**src/rtl/rom_dl_pkg.sv**
```systemverilog
// Shared types for the ROM download sequencer: FSM states, region indices
// and the one-hot region select encoding.
package rom_dl_pkg;

    typedef enum logic [2:0] {
        ST_IDLE,
        ST_LOAD,
        ST_CHECK,
        ST_HOLD,
        ST_RUN
    } state_t;

    localparam logic [1:0] RGN_CPU  = 2'd0;
    localparam logic [1:0] RGN_SND  = 2'd1;
    localparam logic [1:0] RGN_GFX  = 2'd2;
    localparam logic [1:0] RGN_PROM = 2'd3;

    function automatic logic [3:0] rgn_sel(input logic [1:0] rgn);
        return 4'b0001 << rgn;
    endfunction

endpackage

```
**src/rtl/rom_region_dec.sv**
```systemverilog
// Combinational decode of an image byte address into region index,
// region-local address and an in-range flag.
module rom_region_dec
    import rom_dl_pkg::*;
#(
    parameter int CPU_SZ  = 16384,
    parameter int SND_SZ  = 4096,
    parameter int GFX_SZ  = 4096,
    parameter int PROM_SZ = 32
) (
    input  logic [24:0] addr,
    output logic [1:0]  rgn,
    output logic [15:0] local_addr,
    output logic        in_range
);

    localparam logic [24:0] BASE_SND  = 25'(CPU_SZ);
    localparam logic [24:0] BASE_GFX  = 25'(CPU_SZ + SND_SZ);
    localparam logic [24:0] BASE_PROM = 25'(CPU_SZ + SND_SZ + GFX_SZ);
    localparam logic [24:0] TOTAL     = 25'(CPU_SZ + SND_SZ + GFX_SZ + PROM_SZ);

    logic [24:0] base;

    // Ascending-base priority: a zero-size region has an empty interval and
    // can never win.
    always_comb begin
        rgn  = RGN_PROM;
        base = BASE_PROM;
        if (addr < BASE_SND) begin
            rgn  = RGN_CPU;
            base = '0;
        end else if (addr < BASE_GFX) begin
            rgn  = RGN_SND;
            base = BASE_SND;
        end else if (addr < BASE_PROM) begin
            rgn  = RGN_GFX;
            base = BASE_GFX;
        end
        local_addr = 16'(addr - base);
        in_range   = (addr < TOTAL);
    end

endmodule

```
**src/rtl/rom_dl_ctrl.sv**
```systemverilog
// Download sequencer: routes ioctl bytes into four ROM regions with a
// one-deep write buffer, holds the core in reset and grades the image.
module rom_dl_ctrl
    import rom_dl_pkg::*;
#(
    parameter int CPU_SZ   = 16384,
    parameter int SND_SZ   = 4096,
    parameter int GFX_SZ   = 4096,
    parameter int PROM_SZ  = 32,
    parameter int RST_HOLD = 256
) (
    input  logic        clk_sys,
    input  logic        RESET_N,
    input  logic        ioctl_download,
    input  logic        ioctl_wr,
    input  logic [24:0] ioctl_addr,
    input  logic [7:0]  ioctl_dout,
    output logic        ioctl_wait,
    input  logic        soft_reset,
    input  logic        mem_busy,
    output logic [15:0] dn_addr,
    output logic [7:0]  dn_data,
    output logic        dn_wr,
    output logic [3:0]  dn_sel,
    output logic        core_reset,
    output logic        rom_ok,
    output logic        addr_err,
    output logic [2:0]  dbg_state
);

    localparam logic [16:0] TOTAL_CNT = 17'(CPU_SZ + SND_SZ + GFX_SZ + PROM_SZ);
    localparam logic [31:0] HOLD_INIT = 32'(RST_HOLD - 1);

    state_t      state, state_nx;
    logic [31:0] hold_cnt, hold_nx;
    logic [16:0] byte_cnt;
    logic        pending;
    logic        enter_load;
    logic [1:0]  rgn;
    logic [15:0] loc_addr;
    logic        in_range;
    logic        wr_seen, accept, drop, done;

    rom_region_dec #(
        .CPU_SZ (CPU_SZ),
        .SND_SZ (SND_SZ),
        .GFX_SZ (GFX_SZ),
        .PROM_SZ(PROM_SZ)
    ) u_dec (
        .addr      (ioctl_addr),
        .rgn       (rgn),
        .local_addr(loc_addr),
        .in_range  (in_range)
    );

    // Handshake: dn_wr/ioctl_wait mirror the one-deep buffer; a write
    // completes in any cycle with dn_wr=1 and mem_busy=0, and a strobe that
    // arrives while the buffer is full is dropped and flagged.
    assign wr_seen    = (state == ST_LOAD) && ioctl_wr;
    assign accept     = wr_seen && in_range && !pending;
    assign drop       = wr_seen && (!in_range || pending);
    assign done       = pending && !mem_busy;
    assign dn_wr      = pending;
    assign ioctl_wait = pending;
    assign dbg_state  = state;

    always_comb begin
        state_nx = state;
        hold_nx  = hold_cnt;
        case (state)
            ST_IDLE:  if (ioctl_download) state_nx = ST_LOAD;
            ST_LOAD:  if (!ioctl_download && !pending) state_nx = ST_CHECK;
            ST_CHECK: begin
                state_nx = ST_HOLD;
                hold_nx  = HOLD_INIT;
            end
            ST_HOLD: begin
                if (ioctl_download)      state_nx = ST_LOAD;
                else if (soft_reset)     hold_nx  = HOLD_INIT;
                else if (hold_cnt == '0) state_nx = ST_RUN;
                else                     hold_nx  = hold_cnt - 32'd1;
            end
            ST_RUN: begin
                if (ioctl_download) begin
                    state_nx = ST_LOAD;
                end else if (soft_reset) begin
                    state_nx = ST_HOLD;
                    hold_nx  = HOLD_INIT;
                end
            end
            default: state_nx = ST_IDLE;
        endcase
        enter_load = (state_nx == ST_LOAD) && (state != ST_LOAD);
    end

    always_ff @(posedge clk_sys or negedge RESET_N) begin
        if (!RESET_N) begin
            state      <= ST_IDLE;
            hold_cnt   <= '0;
            core_reset <= 1'b1;
        end else begin
            state      <= state_nx;
            hold_cnt   <= hold_nx;
            core_reset <= (state_nx != ST_RUN);
        end
    end

    always_ff @(posedge clk_sys or negedge RESET_N) begin
        if (!RESET_N) begin
            byte_cnt <= '0;
            pending  <= 1'b0;
            dn_sel   <= '0;
            dn_addr  <= '0;
            dn_data  <= '0;
            rom_ok   <= 1'b0;
            addr_err <= 1'b0;
        end else begin
            if (enter_load) begin
                byte_cnt <= '0;
                addr_err <= 1'b0;
                rom_ok   <= 1'b0;
            end else begin
                if (accept && byte_cnt != '1) byte_cnt <= byte_cnt + 17'd1;
                if (drop) addr_err <= 1'b1;
                if (state == ST_CHECK) rom_ok <= (byte_cnt == TOTAL_CNT) && !addr_err;
            end
            if (accept) begin
                pending <= 1'b1;
                dn_sel  <= rgn_sel(rgn);
                dn_addr <= loc_addr;
                dn_data <= ioctl_dout;
            end else if (done) begin
                pending <= 1'b0;
            end
        end
    end

endmodule
```
**config.mk**
```make
export PLATFORM = sky130hd
export DESIGN_NAME = rom_dl_ctrl
export DESIGN_NICKNAME = d
export VERILOG_FILES = /design/src/rtl/rom_dl_pkg.sv /design/src/rtl/rom_region_dec.sv /design/src/rtl/rom_dl_ctrl.sv
export SDC_FILE = /design/constraint.sdc
export NUM_CORES = 1
export LEC_CHECK = 0
export CORE_MARGIN = 5
export CORE_UTILIZATION = 54
export CTS_CLUSTER_DIAMETER = 100
export DETAILED_ROUTE_END_ITERATION = 16
export GPL_ROUTABILITY_DRIVEN = 0
export PLACE_DENSITY = 0.81
export SLEW_MARGIN = 20
export SYNTH_ARGS = -nofsm -noshare
export SYNTH_HDL_FRONTEND = slang
export SYNTH_HIERARCHICAL = 1
export SYNTH_SLANG_ARGS = --single-unit
```
**constraint.sdc**
```tcl
create_clock -name clk_sys -period 2.85 [get_ports clk_sys]
set_input_delay 0.57 -clock clk_sys [delete_from_list [all_inputs] [get_ports clk_sys]]
set_output_delay 0.57 -clock clk_sys [all_outputs]
set_load 0.01 [all_outputs]
```
# [Word level (Yosys, flattened, before mapping)]
# Index checks and enable logic that the tools add are counted.
[totals] regBits=84 in_bits=39 word_cells=82
[classes] addsub=3 magnitude_cmp=4 n_eq_ne=13 shift=1 muxes=28 reduce_logical=23
[op_table] op="$mux 32" count=5
[op_table] op="$lt 25x15->1 const B" count=4
[op_table] op="$pmux 32 s3" count=1
[op_table] op="$mux 17" count=2
[op_table] op="$logic_not 32->1" count=1
[op_table] op="$sub 32x1->32 const B" count=1
[op_table] op="$mux 14" count=2
[op_table] op="$mux 3" count=7
[op_table] op="$add 17x1->17 const B" count=1
[op_table] op="$eq 17x15->1 const B" count=1
[op_table] op="$ne 17x17->1 const B" count=1
[op_table] op="$mux 16" count=1
[op_table] op="$sub 16x16->16" count=1
[op_table] op="$pmux 3 s5" count=1
[op_table] op="$logic_and 1x1->1" count=9
[op_table] op="$reduce_bool 2->1" count=4
[op_table] op="$mux 1" count=7
[op_table] op="$eq 3x1->1 const B" count=2
[op_table] op="$eq 3x2->1 const B" count=2
[op_table] op="$ne 2x2->1 const B" count=3
[op_table] op="$ne 3x3->1 const B" count=2
[op_table] op="$logic_not 1->1" count=5
[op_table] op="$reduce_and 5->1" count=1
[op_table] op="$mux 2" count=2
[op_table] op="6 further kinds" count=6

# [Depth between registers and ports, before layout]
[logic_depth] depth_word=8 ltp_mapped=9 ltp_nobuf=9

# [Cells and area by module]
# The synthesis kept the hierarchy.
[by_module_without_submodules] mod="rom_dl_ctrl" n_inst=1 cells_each=420 area_each_um2=4429.2 seq_area_each_um2=2103.3
[by_module_without_submodules] mod="rom_region_dec" n_inst=1 cells_each=40 area_each_um2=299.0 seq_area_each_um2=0.0

# [Least setup slack after synthesis]
# OpenSTA, ideal clock, no wires.
[synth_path] path_kind="input to register" startpoint="input ioctl_addr[23]" endpoint="register byte_cnt[14]" arrival_ns=2.221 required_ns=2.717 path_slack_ns=0.495 stages=8 n_path_buf=0 path_cell_list="nor4_2 nand3_2 a31oi_1 nand2b_1 nor3b_2 nor4b_1 xnor2_1 a21oi_1"
[synth_between] elab_chain_len=5
[synth_rtl] item="start, declared" line_no="rom_dl_ctrl.sv:16" source="input logic [24:0] ioctl_addr,"
[synth_rtl] item="$lt 25x15->1" line_no="rom_region_dec.sv:40" source="in_range = (addr < TOTAL);"
[synth_rtl] item="via in_range" line_no="rom_dl_ctrl.sv:41" source="logic in_range;"
[synth_rtl] item="$logic_and 1x1->1 (2 in series)" line_no="rom_dl_ctrl.sv:60" source="assign accept = wr_seen && in_range && !pending;"
[synth_rtl] item="$logic_and 1x1->1" line_no="rom_dl_ctrl.sv:123" source="if (accept && byte_cnt != '1) byte_cnt <= byte_cnt + 17'd1;"
[synth_rtl] item="$reduce_bool 2->1 (no source line)"
[synth_rtl] item="end signal, assigned" line_no="rom_dl_ctrl.sv:123"
[synth_rtl] item="end, declared" line_no="rom_dl_ctrl.sv:36" source="logic [16:0] byte_cnt;"
# The timed path passes the listed nets, and every way through them passes these cells.
# A chain may end at the register's enable or synchronous reset.

# [Worst setup path in the final report]
[layout_path] startpoint="input ioctl_addr[19]" endpoint="register dn_addr[14]"
[layout_between] elab_chain_len=5 elab_cells_between_ends=10
[layout_rtl] item="$lt 25x15->1" line_no="rom_region_dec.sv:35" source="end else if (addr < BASE_PROM) begin"
[layout_rtl] item="$mux 14" line_no="rom_region_dec.sv:35"
[layout_rtl] item="$mux 14" line_no="rom_region_dec.sv:32" source="end else if (addr < BASE_GFX) begin"
[layout_rtl] item="$mux 16 *" line_no="rom_region_dec.sv:29" source="if (addr < BASE_SND) begin"
[layout_rtl] item="$sub 16x16->16 *" line_no="rom_region_dec.sv:39" source="local_addr = 16'(addr - base);"
[layout_rtl] item="via loc_addr[14]" line_no="rom_dl_ctrl.sv:40" source="logic [15:0] loc_addr;"
[layout_rtl] item="end signal, assigned" line_no="rom_dl_ctrl.sv:130" source="dn_addr <= loc_addr;"
[layout_rtl] item="end, declared" line_no="rom_dl_ctrl.sv:21" source="output logic [15:0] dn_addr,"
# The timed path passes the listed nets; every way through them passes the cells marked *.

==> flow_summary.yaml <==
power:
  powerDensity_nw_per_um2: 450
  total_power_mw: 2.62
  ir_worst_vdd_mv: 0.267
  p_leak_nw: 2.45
yosys:
  synth_top_area_cell: "dfrtp_1"
  synth_mux_area_frac: 0.0635
  synth.top_cells.by_count: "dfrtp_1, nand2_1, nor2_1, mux2_2"
  synthArstFlopShare: 1.00
  synth.top_cell.area_share: 0.439
  netlist_instances: 460
  synthSimpleGateAreaFrac: 0.209
  synthDistinctLibCells: 72
  synth_area_leaders: "dfrtp_1, mux2_2, a31oi_1"
  synth_top_family_by_area: "simple AND/OR/NAND/NOR gates"
  ys_warn_count: 6
  synth_seq_cells: 84
  netlist_area_um2: 4730
  ys.flop_type: "dfrtp_1"
  synth_edf_count: 0
  synth-xor-area-share: 0.0315
  synth_most_common_cell: "dfrtp_1"
  synth_seq_area_share: 0.445
  syn-num-nets: 507
  synth_fa_ha_area_frac: 0.0228
  syn_avg_cell_area_um2: 10.3
  synth_compound_area_frac: 0.175
clock_tree:
  clk_latency_ns: 0.36
  cts_made_buffers: 9
  htreeDepth: 3
  cts_setup_buffers: 0
  cts.sinks: 84
  cts_hold_buf: 0
  cts_tree: "done"
  cts_buffer_depth: 2
  clk_pin_slew_ns: 0.09
  cts_root_buf: "clkbuf_8"
  ctsResizeCount: 0
critical_path:
  required_ns: 3.10
  criticalPathCategory: "in2reg"
  cp_cell_sequence: "clkdlybuf4s50_1 -> nor4_2 -> nand3_2 -> buf_4 -> nor3_2 -> ha_1 -> inv_1 -> fa_1 -> xor2_1 -> mux2_2"
  slowest_delay_ns: 0.41
  cp-start-kind: "primary input"
  endpoint_kind: "flip-flop"
  arrival_ns: 2.84
  critPathSlowestCell: "clkdlybuf4s50_1"
  worstPathMaxFanout: 4
die:
  initial_core_util: 0.548
  coreArea_um2: 8640
  row_count: 34
  ioPinCount: 75
  die_x_um: 104
  dieArea_um2: 10700
  die_h_um: 104
sta:
  fmax_mhz: 385
  min_period_ns: 2.60
  setup_viol: 0
  rsz0062_at_grt: "no"
  finalHoldViolations: 0
  setup_tns_ns: 0
  holdWs_ns: 0.195
  clock_skew_ns: 0.0142
  fin_ws_ns: 0.251
  min_period_over_period: 0.912
  drv_slew: 0
  maxSlewHeadroom: 0.561
  worst_slew_pin_slew_ns: 0.657
placement:
  port_buffers: 74
  dp_hpwl_um: 8610
  dpl_cell_area_um2: 5610
  dp_slack_ns: -0.120
  dp.cells: 639
grt:
  grt_pass1_wl_um: 20100
  grt_overflow_total: 0
  antenna_found_initial: 0
  grt.total_usage: 0.222
  grt_max_degree: 44
  grt_pass1_vias: 4195
outcome:
  outcome: "finished, final reports clean"
route:
  vias: 4021
  drtAntennaViolNets: 0
  routed_wl_um: 11800
  drt_iter0_markers: 277
  avgRoutedWirePerCell_um: 18.0
  drc: 0
  drtPass1Iterations: 5
  viasPerCell: 6.14
layout:
  drive_gt1_frac: 0.186
  final_nets: 589
  final_cell_area_um2: 5820
  area_growth_pct: 23.2
  diodes: 0
  final_util: 0.674
  instances_no_fill: 655
min_path:
  hold_path.class: "in2async"
job:
  cap_viol_max_count: 0
==> cell usage in the layout (no fill, tap or decap), types with 7 or more instances in the layout <==
master | Yosys | layout
mux2_2 | 24 | 24
a21oi_1 | 19 | 19
ha_1 | 7 | 7
clkdlybuf4s50_1 | 0 | 73
clkbuf_8 | 0 | 9
nor3_1 | 18 | 18
dfrtp_1 | 83 | 83
xnor2_1 | 11 | 11
or4_1 | 7 | 7
nand3_1 | 11 | 11
nand2_1 | 27 | 27
buf_4 | 13 | 27
a31oi_1 | 19 | 19
o21ai_0 | 14 | 14
a21oi_2 | 10 | 10
nand4_1 | 12 | 12
nor2_1 | 26 | 26
inv_1 | 12 | 12
nor4_1 | 14 | 13
==> sequential cells by signal (all words and copies together) (netlist names), 3 cells and up <==
name / count
dn_sel: 4
hold_cnt: 32
dbg_state: 3
dn_data: 8
byte_cnt: 17
dn_addr: 16
==> power breakdown <==
| group | total [mW] | switching (mW) | internal (mW) |
|---|---|---|---|
| Clock | 0.898 | 0.478 | 0.420 |
| Sequential | 1.28 | 0.0530 | 1.23 |
| Combinational | 0.445 | 0.263 | 0.182 |
| Total | 2.62 | 0.794 | 1.83 |
==> final timing paths <==
path / slack (ns) / startpoint / depth (start not counted) / endpoint
hold reg to reg: 0.50 / dn_sel[1] / 2 / dn_sel[1]
max in group asynchronous: 1.98 / RESET_N / 2 / core_reset
min in group clk_sys: 0.50 / dn_sel[1] / 2 / dn_sel[1]
setup reg to reg: 0.26 / hold_cnt[0] / 8 / hold_cnt[14]
hold / removal: 0.19 / RESET_N / 1 / hold_cnt[5]
setup / recovery: 0.25 / ioctl_addr[19] / 10 / dn_addr[14]
==> logic make-up after synthesis <==
kind of cell | Yosys count
simple gates | 167
mux | 27
buf+inv | 42
fa+ha+maj | 8
flops | 84
xor+xnor | 17
compound gates | 115
==> critical path, delay by kind of cell <==
kind / cells / cell delay [ns]
xor gates and xnor gates: 1 / 0.15
adders and majority gates: 2 / 0.55
buffers and inverters: 3 / 0.63
muxes: 1 / 0.26
and+or+nand+nor: 3 / 0.69
==> area by class of cell <==
type / count / area [um^2]
clock buffers: 9 / 124
clock inverters: 7 / 83.8
fillers: 676 / 2810
inverters: 12 / 45.0
multi-input cells: 334 / 2380
flip-flops and latches: 84 / 2100
well taps: 108 / 135
repair buffers: 101 / 953
==> routing by layer <==
layer,GRT usage,part of all wire
met2,0.350,0.47
met4,0.0740,0.0098
met1,0.286,0.43
met3,0.0734,0.090
met5,0,0
Note: power is estimated with default switching activity, not from simulation.
